`config.mk`:
```
export PLATFORM = sky130hd
export DESIGN_NAME = vga_timing_gen
export DESIGN_NICKNAME = d
export VERILOG_FILES = /design/src/rtl/vga_pkg.sv /design/src/rtl/vga_sync_delay.sv /design/src/rtl/vga_timing_gen.sv
export SDC_FILE = /design/constraint.sdc
export NUM_CORES = 1
export LEC_CHECK = 0
export ABC_AREA = 0
export CAP_MARGIN = 20
export CORE_MARGIN = 3
export CORE_UTILIZATION = 54
export DETAILED_ROUTE_END_ITERATION = 16
export PLACE_DENSITY = 0.76
export SLEW_MARGIN = 10
export SYNTH_ARGS = -nofsm -noshare
export SYNTH_HDL_FRONTEND = slang
export SYNTH_SLANG_ARGS = --single-unit
export TNS_END_PERCENT = 50
```
`constraint.sdc`:
```
create_clock -name clk -period 2.2 [get_ports clk]
set_clock_uncertainty 0.1 [all_clocks]
set_input_delay 0.44 -clock clk [delete_from_list [all_inputs] [get_ports clk]]
set_output_delay 0.44 -clock clk [all_outputs]
set_load 0.02 [all_outputs]
```
`src/rtl/vga_pkg.sv`:
```
// Shared VGA raster definitions: per-axis timing record, the standard 640x480@60 mode,
// and helpers that derive totals, sync window bounds and counter widths.
package vga_pkg;

    typedef struct packed {
        int unsigned active;
        int unsigned fp;
        int unsigned sync;
        int unsigned bp;
        logic        pol;
    } vga_timing_t;

    typedef struct packed {
        vga_timing_t h;
        vga_timing_t v;
    } vga_mode_t;

    localparam vga_mode_t VGA_640x480_60 = '{
        h: '{active: 640, fp: 16, sync: 96, bp: 48, pol: 1'b1},
        v: '{active: 480, fp: 10, sync: 2,  bp: 33, pol: 1'b1}
    };

    function automatic int unsigned vga_total(input vga_timing_t t);
        return t.active + t.fp + t.sync + t.bp;
    endfunction

    function automatic int unsigned vga_sync_start(input vga_timing_t t);
        return t.active + t.fp;
    endfunction

    function automatic int unsigned vga_sync_end(input vga_timing_t t);
        return t.active + t.fp + t.sync;
    endfunction

    // A single-value range still needs one bit of storage.
    function automatic int unsigned vga_cnt_width(input int unsigned n);
        return (n > 1) ? $clog2(n) : 1;
    endfunction

endpackage

```
`src/rtl/vga_sync_delay.sv`:
```
// Pixel-enable gated shift register that re-times sync/de to match a downstream pipeline.
// DLY=0 collapses to a plain wire.
module vga_sync_delay
    import vga_pkg::*;
#(
    parameter int           W    = 3,
    parameter int           DLY  = 0,
    parameter logic [W-1:0] IDLE = '0
) (
    input  logic         clk,
    input  logic         rst_n,
    input  logic         ce,
    input  logic         clr,
    input  logic [W-1:0] d,
    output logic [W-1:0] q
);

    if (DLY == 0) begin : g_pass
        logic unused_ok;
        assign unused_ok = &{1'b0, clk, rst_n, ce, clr};
        assign q = d;
    end else begin : g_shift
        logic [W-1:0] taps [DLY];

        // Clearing fills every tap with the idle pattern so nothing stale leaks out later.
        always_ff @(posedge clk or negedge rst_n) begin
            if (!rst_n) begin
                for (int i = 0; i < DLY; i++) taps[i] <= IDLE;
            end else if (clr) begin
                for (int i = 0; i < DLY; i++) taps[i] <= IDLE;
            end else if (ce) begin
                taps[0] <= d;
                for (int i = 1; i < DLY; i++) taps[i] <= taps[i-1];
            end
        end

        assign q = taps[DLY-1];
    end

endmodule

```
`src/rtl/vga_timing_gen.sv`:
```
// Parametrised VGA raster timing generator: h/v counters, registered sync/de/coordinate
// decode, line/frame strobes, and an optional sync/de delay for pipeline alignment.
module vga_timing_gen
    import vga_pkg::*;
#(
    parameter int H_ACTIVE = int'(VGA_640x480_60.h.active),
    parameter int H_FP     = int'(VGA_640x480_60.h.fp),
    parameter int H_SYNC   = int'(VGA_640x480_60.h.sync),
    parameter int H_BP     = int'(VGA_640x480_60.h.bp),
    parameter int V_ACTIVE = int'(VGA_640x480_60.v.active),
    parameter int V_FP     = int'(VGA_640x480_60.v.fp),
    parameter int V_SYNC   = int'(VGA_640x480_60.v.sync),
    parameter int V_BP     = int'(VGA_640x480_60.v.bp),
    parameter int H_POL    = 1,
    parameter int V_POL    = 1,
    parameter int PIPE_DLY = 0,
    localparam int XW = vga_cnt_width(H_ACTIVE),
    localparam int YW = vga_cnt_width(V_ACTIVE)
) (
    input  logic          clk,
    input  logic          rst_n,
    input  logic          ce,
    input  logic          en,
    output logic          hsync,
    output logic          vsync,
    output logic          de,
    output logic [XW-1:0] x,
    output logic [YW-1:0] y,
    output logic          line_start,
    output logic          frame_start
);

    if (H_ACTIVE < 1 || H_FP < 1 || H_SYNC < 1 || H_BP < 1 ||
        V_ACTIVE < 1 || V_FP < 1 || V_SYNC < 1 || V_BP < 1 ||
        PIPE_DLY < 0 || PIPE_DLY > 15) begin : g_bad_params
        $error("vga_timing_gen: timing fields must be >= 1 and PIPE_DLY within 0..15");
    end

    localparam vga_timing_t H_T = '{active: H_ACTIVE, fp: H_FP, sync: H_SYNC, bp: H_BP,
                                    pol: (H_POL != 0)};
    localparam vga_timing_t V_T = '{active: V_ACTIVE, fp: V_FP, sync: V_SYNC, bp: V_BP,
                                    pol: (V_POL != 0)};

    localparam int unsigned H_TOTAL = vga_total(H_T);
    localparam int unsigned V_TOTAL = vga_total(V_T);
    localparam int HW = vga_cnt_width(H_TOTAL);
    localparam int VW = vga_cnt_width(V_TOTAL);

    localparam logic [HW-1:0] H_LAST  = HW'(H_TOTAL - 1);
    localparam logic [HW-1:0] H_ACT_C = HW'(H_ACTIVE);
    localparam logic [HW-1:0] HS_BEG  = HW'(vga_sync_start(H_T));
    localparam logic [HW-1:0] HS_END  = HW'(vga_sync_end(H_T));
    localparam logic [VW-1:0] V_LAST  = VW'(V_TOTAL - 1);
    localparam logic [VW-1:0] V_ACT_C = VW'(V_ACTIVE);
    localparam logic [VW-1:0] VS_BEG  = VW'(vga_sync_start(V_T));
    localparam logic [VW-1:0] VS_END  = VW'(vga_sync_end(V_T));

    localparam logic [2:0] SYNC_IDLE = {H_T.pol, V_T.pol, 1'b0};

    logic [HW-1:0] h_cnt;
    logic [VW-1:0] v_cnt;
    logic          de_r;
    logic          hs_r;
    logic          vs_r;
    logic [2:0]    sync_stage;
    logic [2:0]    sync_dly;

    // Raster position; v advances on the same edge that h wraps.
    always_ff @(posedge clk or negedge rst_n) begin
        if (!rst_n) begin
            h_cnt <= '0;
            v_cnt <= '0;
        end else if (!en) begin
            h_cnt <= '0;
            v_cnt <= '0;
        end else if (ce) begin
            if (h_cnt == H_LAST) begin
                h_cnt <= '0;
                v_cnt <= (v_cnt == V_LAST) ? '0 : v_cnt + 1'b1;
            end else begin
                h_cnt <= h_cnt + 1'b1;
            end
        end
    end

    always_comb begin
        de_r = (h_cnt < H_ACT_C) && (v_cnt < V_ACT_C);
        hs_r = (h_cnt >= HS_BEG) && (h_cnt < HS_END);
        vs_r = (v_cnt >= VS_BEG) && (v_cnt < VS_END);
    end

    // Strobes are re-evaluated every clk so they are one clk wide even with a slow ce.
    always_ff @(posedge clk or negedge rst_n) begin
        if (!rst_n) begin
            x           <= '0;
            y           <= '0;
            line_start  <= 1'b0;
            frame_start <= 1'b0;
            sync_stage  <= SYNC_IDLE;
        end else if (!en) begin
            x           <= '0;
            y           <= '0;
            line_start  <= 1'b0;
            frame_start <= 1'b0;
            sync_stage  <= SYNC_IDLE;
        end else begin
            line_start  <= ce && (h_cnt == '0);
            frame_start <= ce && (h_cnt == '0) && (v_cnt == '0);
            if (ce) begin
                x          <= de_r ? h_cnt[XW-1:0] : '0;
                y          <= de_r ? v_cnt[YW-1:0] : '0;
                sync_stage <= {hs_r ^ H_T.pol, vs_r ^ V_T.pol, de_r};
            end
        end
    end

    vga_sync_delay #(
        .W    (3),
        .DLY  (PIPE_DLY),
        .IDLE (SYNC_IDLE)
    ) u_sync_delay (
        .clk   (clk),
        .rst_n (rst_n),
        .ce    (ce),
        .clr   (~en),
        .d     (sync_stage),
        .q     (sync_dly)
    );

    assign {hsync, vsync, de} = sync_dly;

endmodule

```
# Word-level counts from Yosys, hierarchy flattened
# Index checks and enable logic that the tools add are counted.
classes:
  addsub: 2
  order_cmp: 6
  eq_ne: 4
  mux: 17
  bitwise: 2
  n_reduce_logical: 8
ops:
  columns: ["cell", "count"]
  rows:
  - ["$mux W10", 10]
  - ["$mux W9", 3]
  - ["$add A10 B1 Y10 const B", 2]
  - ["$eq A10 B10 Y1 const B", 2]
  - ["$logic_not A10 Y1", 2]
  - ["$lt A10 B10 Y1 const B", 2]
  - ["$lt A10 B9 Y1 const B", 2]
  - ["$ge A10 B10 Y1 const B", 1]
  - ["$ge A10 B9 Y1 const B", 1]
  - ["$mux W3", 2]
  - ["$logic_and A1 B1 Y1", 5]
  - ["$mux W1", 2]
  - ["$ne A2 B1 Y1 const B", 1]
  - ["$ne A2 B2 Y1 const B", 1]
  - ["$not A1 Y1", 2]
  - ["$reduce_and A2 Y1", 1]
totals:
  ff_bits: 44
  input_bits: 4
  output_inout_bits: 24
  word_cells: 46

# Longest topological paths before layout
# Gate-level depths: netlist (run 1).
depth:
  depth_word: 5
  mapped_depth: 7
  mapped_depth_nobuf: 6

# By module
# Synthesis (run 1) repeated with hierarchy kept, for this count alone.
unflattened:
  cells_unflattened: 193
  area_unflattened_um2: 2104.5
by_module_without_submodules:
  columns: ["module", "instances", "cells_per_inst", "area_each_um2", "seq_area_each_um2"]
  rows:
  - ["vga_timing_gen", 1, 190, 2082.0, 1103.6]
  - ["vga_sync_delay", 1, 3, 22.5, 0.0]

# Worst setup path after synthesis (run 1)
# Ideal clock, no wire load.
synth_path:
  path_type: "flip-flop to flip-flop"
  startpoint: "register h_cnt[0]"
  endpoint: "register v_cnt[2]"
  setup_ns: 0.129
  arrival_ns: 1.510
  required_ns: 1.971
  setup_slack_ns: 0.462
  stages_incl_launch_ff: 7
  path_buffers: 1
  synth_period_minus_slack_ns: 1.738
  path_cell_list: "dfrtp_1 ha_1 and4_1 a41o_2 buf_6 a31oi_1 a31oi_1"
synth_via:
  elab_chain_len: 3
synth_rtl:
  columns: ["element", "line_no", "rtl"]
  rows:
  - ["start: declaration", "vga_timing_gen.sv:60", "logic [HW-1:0] h_cnt;"]
  - ["start signal: assignment", "vga_timing_gen.sv:81", "h_cnt <= h_cnt + 1'b1;"]
  - ["$eq A10 B10 Y1", "vga_timing_gen.sv:77", "if (h_cnt == H_LAST) begin"]
  - ["$ne A2 B1 Y1 (no source line)", null, null]
  - ["$reduce_and A2 Y1 (no source line)", null, null]
  - ["end signal: assignment", "vga_timing_gen.sv:79", "v_cnt <= (v_cnt == V_LAST) ? '0 : v_cnt + 1'b1;"]
  - ["end: declaration", "vga_timing_gen.sv:61", "logic [VW-1:0] v_cnt;"]
# No other way between the ends.
# A chain may end at the register's enable or synchronous reset.

# Worst setup path in the final report (run 1)
layout_path:
  startpoint: "register h_cnt[0]"
  endpoint: "register v_cnt[9]"
# The elaborated chain is that of the path after synthesis.

==> results.py, run 1 <==
metrics = {
    "critical_path": {
        "start_kind": "register",
        "cp_top_family": "compound AO/OA/AOI/OAI gates",
        "worstPathRequired_ns": 2.30,
        "slowest_stage": "dfrtp_1",
        "cp_data_arrival_time_ns": 2.10,
        "path_cells": "ha_1, and4_1, a41o_2, nand3_2, o31ai_1",
        "critPathCaptureType": "register",
        "setup.worst_path.class": "reg2reg",
        "crit_fanout": 15,
        "crit_buf_inv": 0,
        "max_stage_delay_ns": 0.44,
    },
    "synth": {
        "synth_edf_count": 0,
        "ys_seq_area_frac": 0.521,
        "synth_nets": 198,
        "ys_top_cells_by_area": "dfrtp_1, a22o_1, a31oi_1, dfstp_2, ha_1",
        "synthCells": 190,
        "synth.largest_area_cell": "dfrtp_1",
        "synth_cell_types": 47,
        "async_flop_share": 1.00,
        "yosys.area.top_type_share": 0.496,
        "yosys_most_used_dff": "dfrtp_1",
        "syn_area_um2": 2120,
        "ys_warn_count": 0,
        "ys_ff_latch": 44,
        "syn-mean-instance-area_um2": 11.2,
    },
    "status": {
        "status": "completed",
    },
    "placement": {
        "dpl-instance-area_um2": 2490,
        "io_buffers": 27,
        "place_hpwl_um": 3530,
        "place_congestion": 0.927,
    },
    "cts": {
        "postCtsSetupRepairBufs": 0,
        "cts_buffer_depth": 2,
        "cts.htree.levels": 2,
        "cts_sinks": 44,
        "clk_pin_slew_worst_paths_ns": 0.08,
        "cts_root_buffer": "clkbuf_8",
        "cts_tree": "built",
        "cts_buffers": 5,
        "ctsResizeCount": 0,
        "clk_latency_ns": 0.29,
        "hold_buffers": 0,
    },
    "floorplan": {
        "fp.dieH_um": 68.7,
        "ios": 28,
        "fp-row-count": 22,
        "die_w_um": 68.7,
        "initial_core_util": 0.570,
        "core_um2": 3720,
        "fp.dieArea_um2": 4710,
    },
    "timing": {
        "fin_crit_sh": 0.906,
        "finalSetupViolations": 0,
        "clock.fmax_mhz": 502,
        "rsz0062_at_grt": "false",
        "slew_headroom": 0.533,
        "worstMarginPinSlew_ns": 0.700,
        "min_period_ns": 1.99,
        "slew_viol_final": 0,
        "hold_viol": 0,
        "fin_setup_tns_ns": 0,
    },
    "pwr": {
        "pwr-share-comb": 0.133,
        "p_int_w": 0.00128,
        "power_w": 0.00172,
        "p_leak_nw": 1.17,
        "p_sw_frac": 0.256,
        "p_sw_w": 0.000440,
        "pwr-share-clk": 0.349,
        "powerDensity_nw_per_um2": 662,
        "peakVddDrop_uv": 403,
        "p_seq_frac": 0.519,
    },
    "drt": {
        "vias": 1767,
        "wl_um": 4980,
        "drc": 0,
        "postRouteAntennaNets": 0,
        "drtIter0Drc": 181,
        "avgViaCountPerCell": 6.40,
        "firstDrtPassIters": 4,
        "route.detailed.wl_per_inst_um": 18.0,
    },
    "grt": {
        "track_usage": 0.228,
        "grt_pass1_vias": 1682,
        "grt_pass1_wl_um": 7970,
        "grt-ovfl-total": 0,
        "antenna_found_initial": 0,
        "grt_max_degree": 33,
    },
    "finish": {
        "antenna-diode-count": 0,
        "finalInstanceArea_um2": 2600,
        "final_util": 0.699,
        "final_common_cell": "dfrtp_1",
        "final_layout_size_suffix_gt1_frac": 0.149,
        "layout_common_cells": "dfrtp_1, clkdlybuf4s50_1, a22o_1",
        "area_growth_pct": 22.6,
        "nFillCells": 279,
        "nets": 235,
    },
    "min_path": {
        "hold_class": "in2async",
    },
    "job": {
        "drv_cap": 0,
    },
}
[stage by stage]
stage          hold WS [ns]  cells  worst slack, ns
2_1_floorplan        0.0444    190            0.462
4_1_cts               0.108    276            0.207
3_3_place_gp          0.362    268            0.166
3_5_place_dp          0.372    268           0.0825
6_report             0.0867    276            0.207
5_1_grt               0.137    276           0.0454
[synth_stat cells (all sizes together) (2+ instances only)]
library cell / n
o31a: 2
dfstp: 2
nor2: 11
or2b: 3
inv: 6
a22o: 20
and2: 3
or3: 2
xor2: 4
nand2: 8
a31oi: 10
nand3: 11
o21ai: 10
nand2b: 3
and4: 2
ha: 4
nor4: 2
and3: 6
buf: 10
a22oi: 2
nand4: 4
dfrtp: 42
a21oi: 3
o31ai: 2
nor3: 3
a41o: 2
[worst paths after layout]
| path | startpoint | endpoint | slack (ns) | cells after the start |
|---|---|---|---|---|
| hold / removal | rst_n | y[7]$_DFFE_PN0P_ | 0.09 | 1 |
| setup / recovery | h_cnt[0]$_DFFE_PN0P_ | v_cnt[9]$_DFFE_PN0P_ | 0.21 | 5 |
| hold reg to reg | sync_stage[0]$_DFFE_PN0P_ | sync_stage[0]$_DFFE_PN0P_ | 0.38 | 1 |
| max in group asynchronous | rst_n | h_cnt[8]$_DFFE_PN0P_ | 1.27 | 2 |
| min in group clk | sync_stage[0]$_DFFE_PN0P_ | sync_stage[0]$_DFFE_PN0P_ | 0.38 | 1 |
| setup reg to reg | h_cnt[0]$_DFFE_PN0P_ | v_cnt[9]$_DFFE_PN0P_ | 0.21 | 5 |
[sequential cells by signal (all words and copies together) (netlist names)]
register	count
frame_start	1
h_cnt	10
line_start	1
sync_stage	3
v_cnt	10
x	10
y	9
[power groups by stage]
stage,Combinational [W],Clock (W),Sequential [W]
final,0.000229,0.000600,0.000892
after detailed placement,0.000225,0,0.000905
after CTS,0.000229,0.000603,0.000890
after global placement,0.000217,0,0.000899
after global routing,0.000249,0.000634,0.000897
after floorplan,0.000134,0,0.000898
[logic make-up after synthesis]
| kind of cell | synth area share |
|---|---|
| AND/OR/NAND/NOR | 0.184 |
| AO/OA/AOI/OAI | 0.207 |
| flip-flops | 0.521 |
| buffers and inverters | 0.0449 |
| XOR/XNOR | 0.0207 |
| adder cells (fa/ha/maj) | 0.0236 |
[area by class of cell]
class | instances | area [um^2] | share of cell area
Sequential cell | 44 | 1100 | 0.425
Tap cell | 48 | 60.1 | 0.0231
Clock inverter | 2 | 35.0 | 0.0135
Timing Repair Buffer | 41 | 383 | 0.147
Clock buffer | 6 | 72.6 | 0.0279
Inverter | 6 | 22.5 | 0.00867
Multi-Input combinational cell | 129 | 921 | 0.355
[layer usage]
layer	vias to the layer above	wire length [um]	track usage
met5	-	0	0
met4	0	58	0.0695
met3	13	418	0.0308
met2	96	2360	0.374
met1	869	2140	0.314
li1	789	-	-
Note: power is estimated with default switching activity, not from simulation.
==> run 2, diff against run 1 <==
--- a/config.mk
+++ b/config.mk
@@ -10,6 +10,7 @@
 export CORE_MARGIN = 3
 export CORE_UTILIZATION = 54
 export DETAILED_ROUTE_END_ITERATION = 16
+export HOLD_SLACK_MARGIN = 0.08
 export PLACE_DENSITY = 0.76
 export SLEW_MARGIN = 10
 export SYNTH_ARGS = -nofsm -noshare
==> results of run 2 <==
The final DEF is identical to that of run 1; final timing and power are the same.
==> run 3, diff against run 2 <==
--- a/config.mk
+++ b/config.mk
@@ -12,7 +12,6 @@
 export DETAILED_ROUTE_END_ITERATION = 16
 export HOLD_SLACK_MARGIN = 0.08
 export PLACE_DENSITY = 0.76
-export SLEW_MARGIN = 10
 export SYNTH_ARGS = -nofsm -noshare
 export SYNTH_HDL_FRONTEND = slang
 export SYNTH_SLANG_ARGS = --single-unit
==> results of run 3 <==
The final DEF is identical to that of run 1; final timing and power are the same.
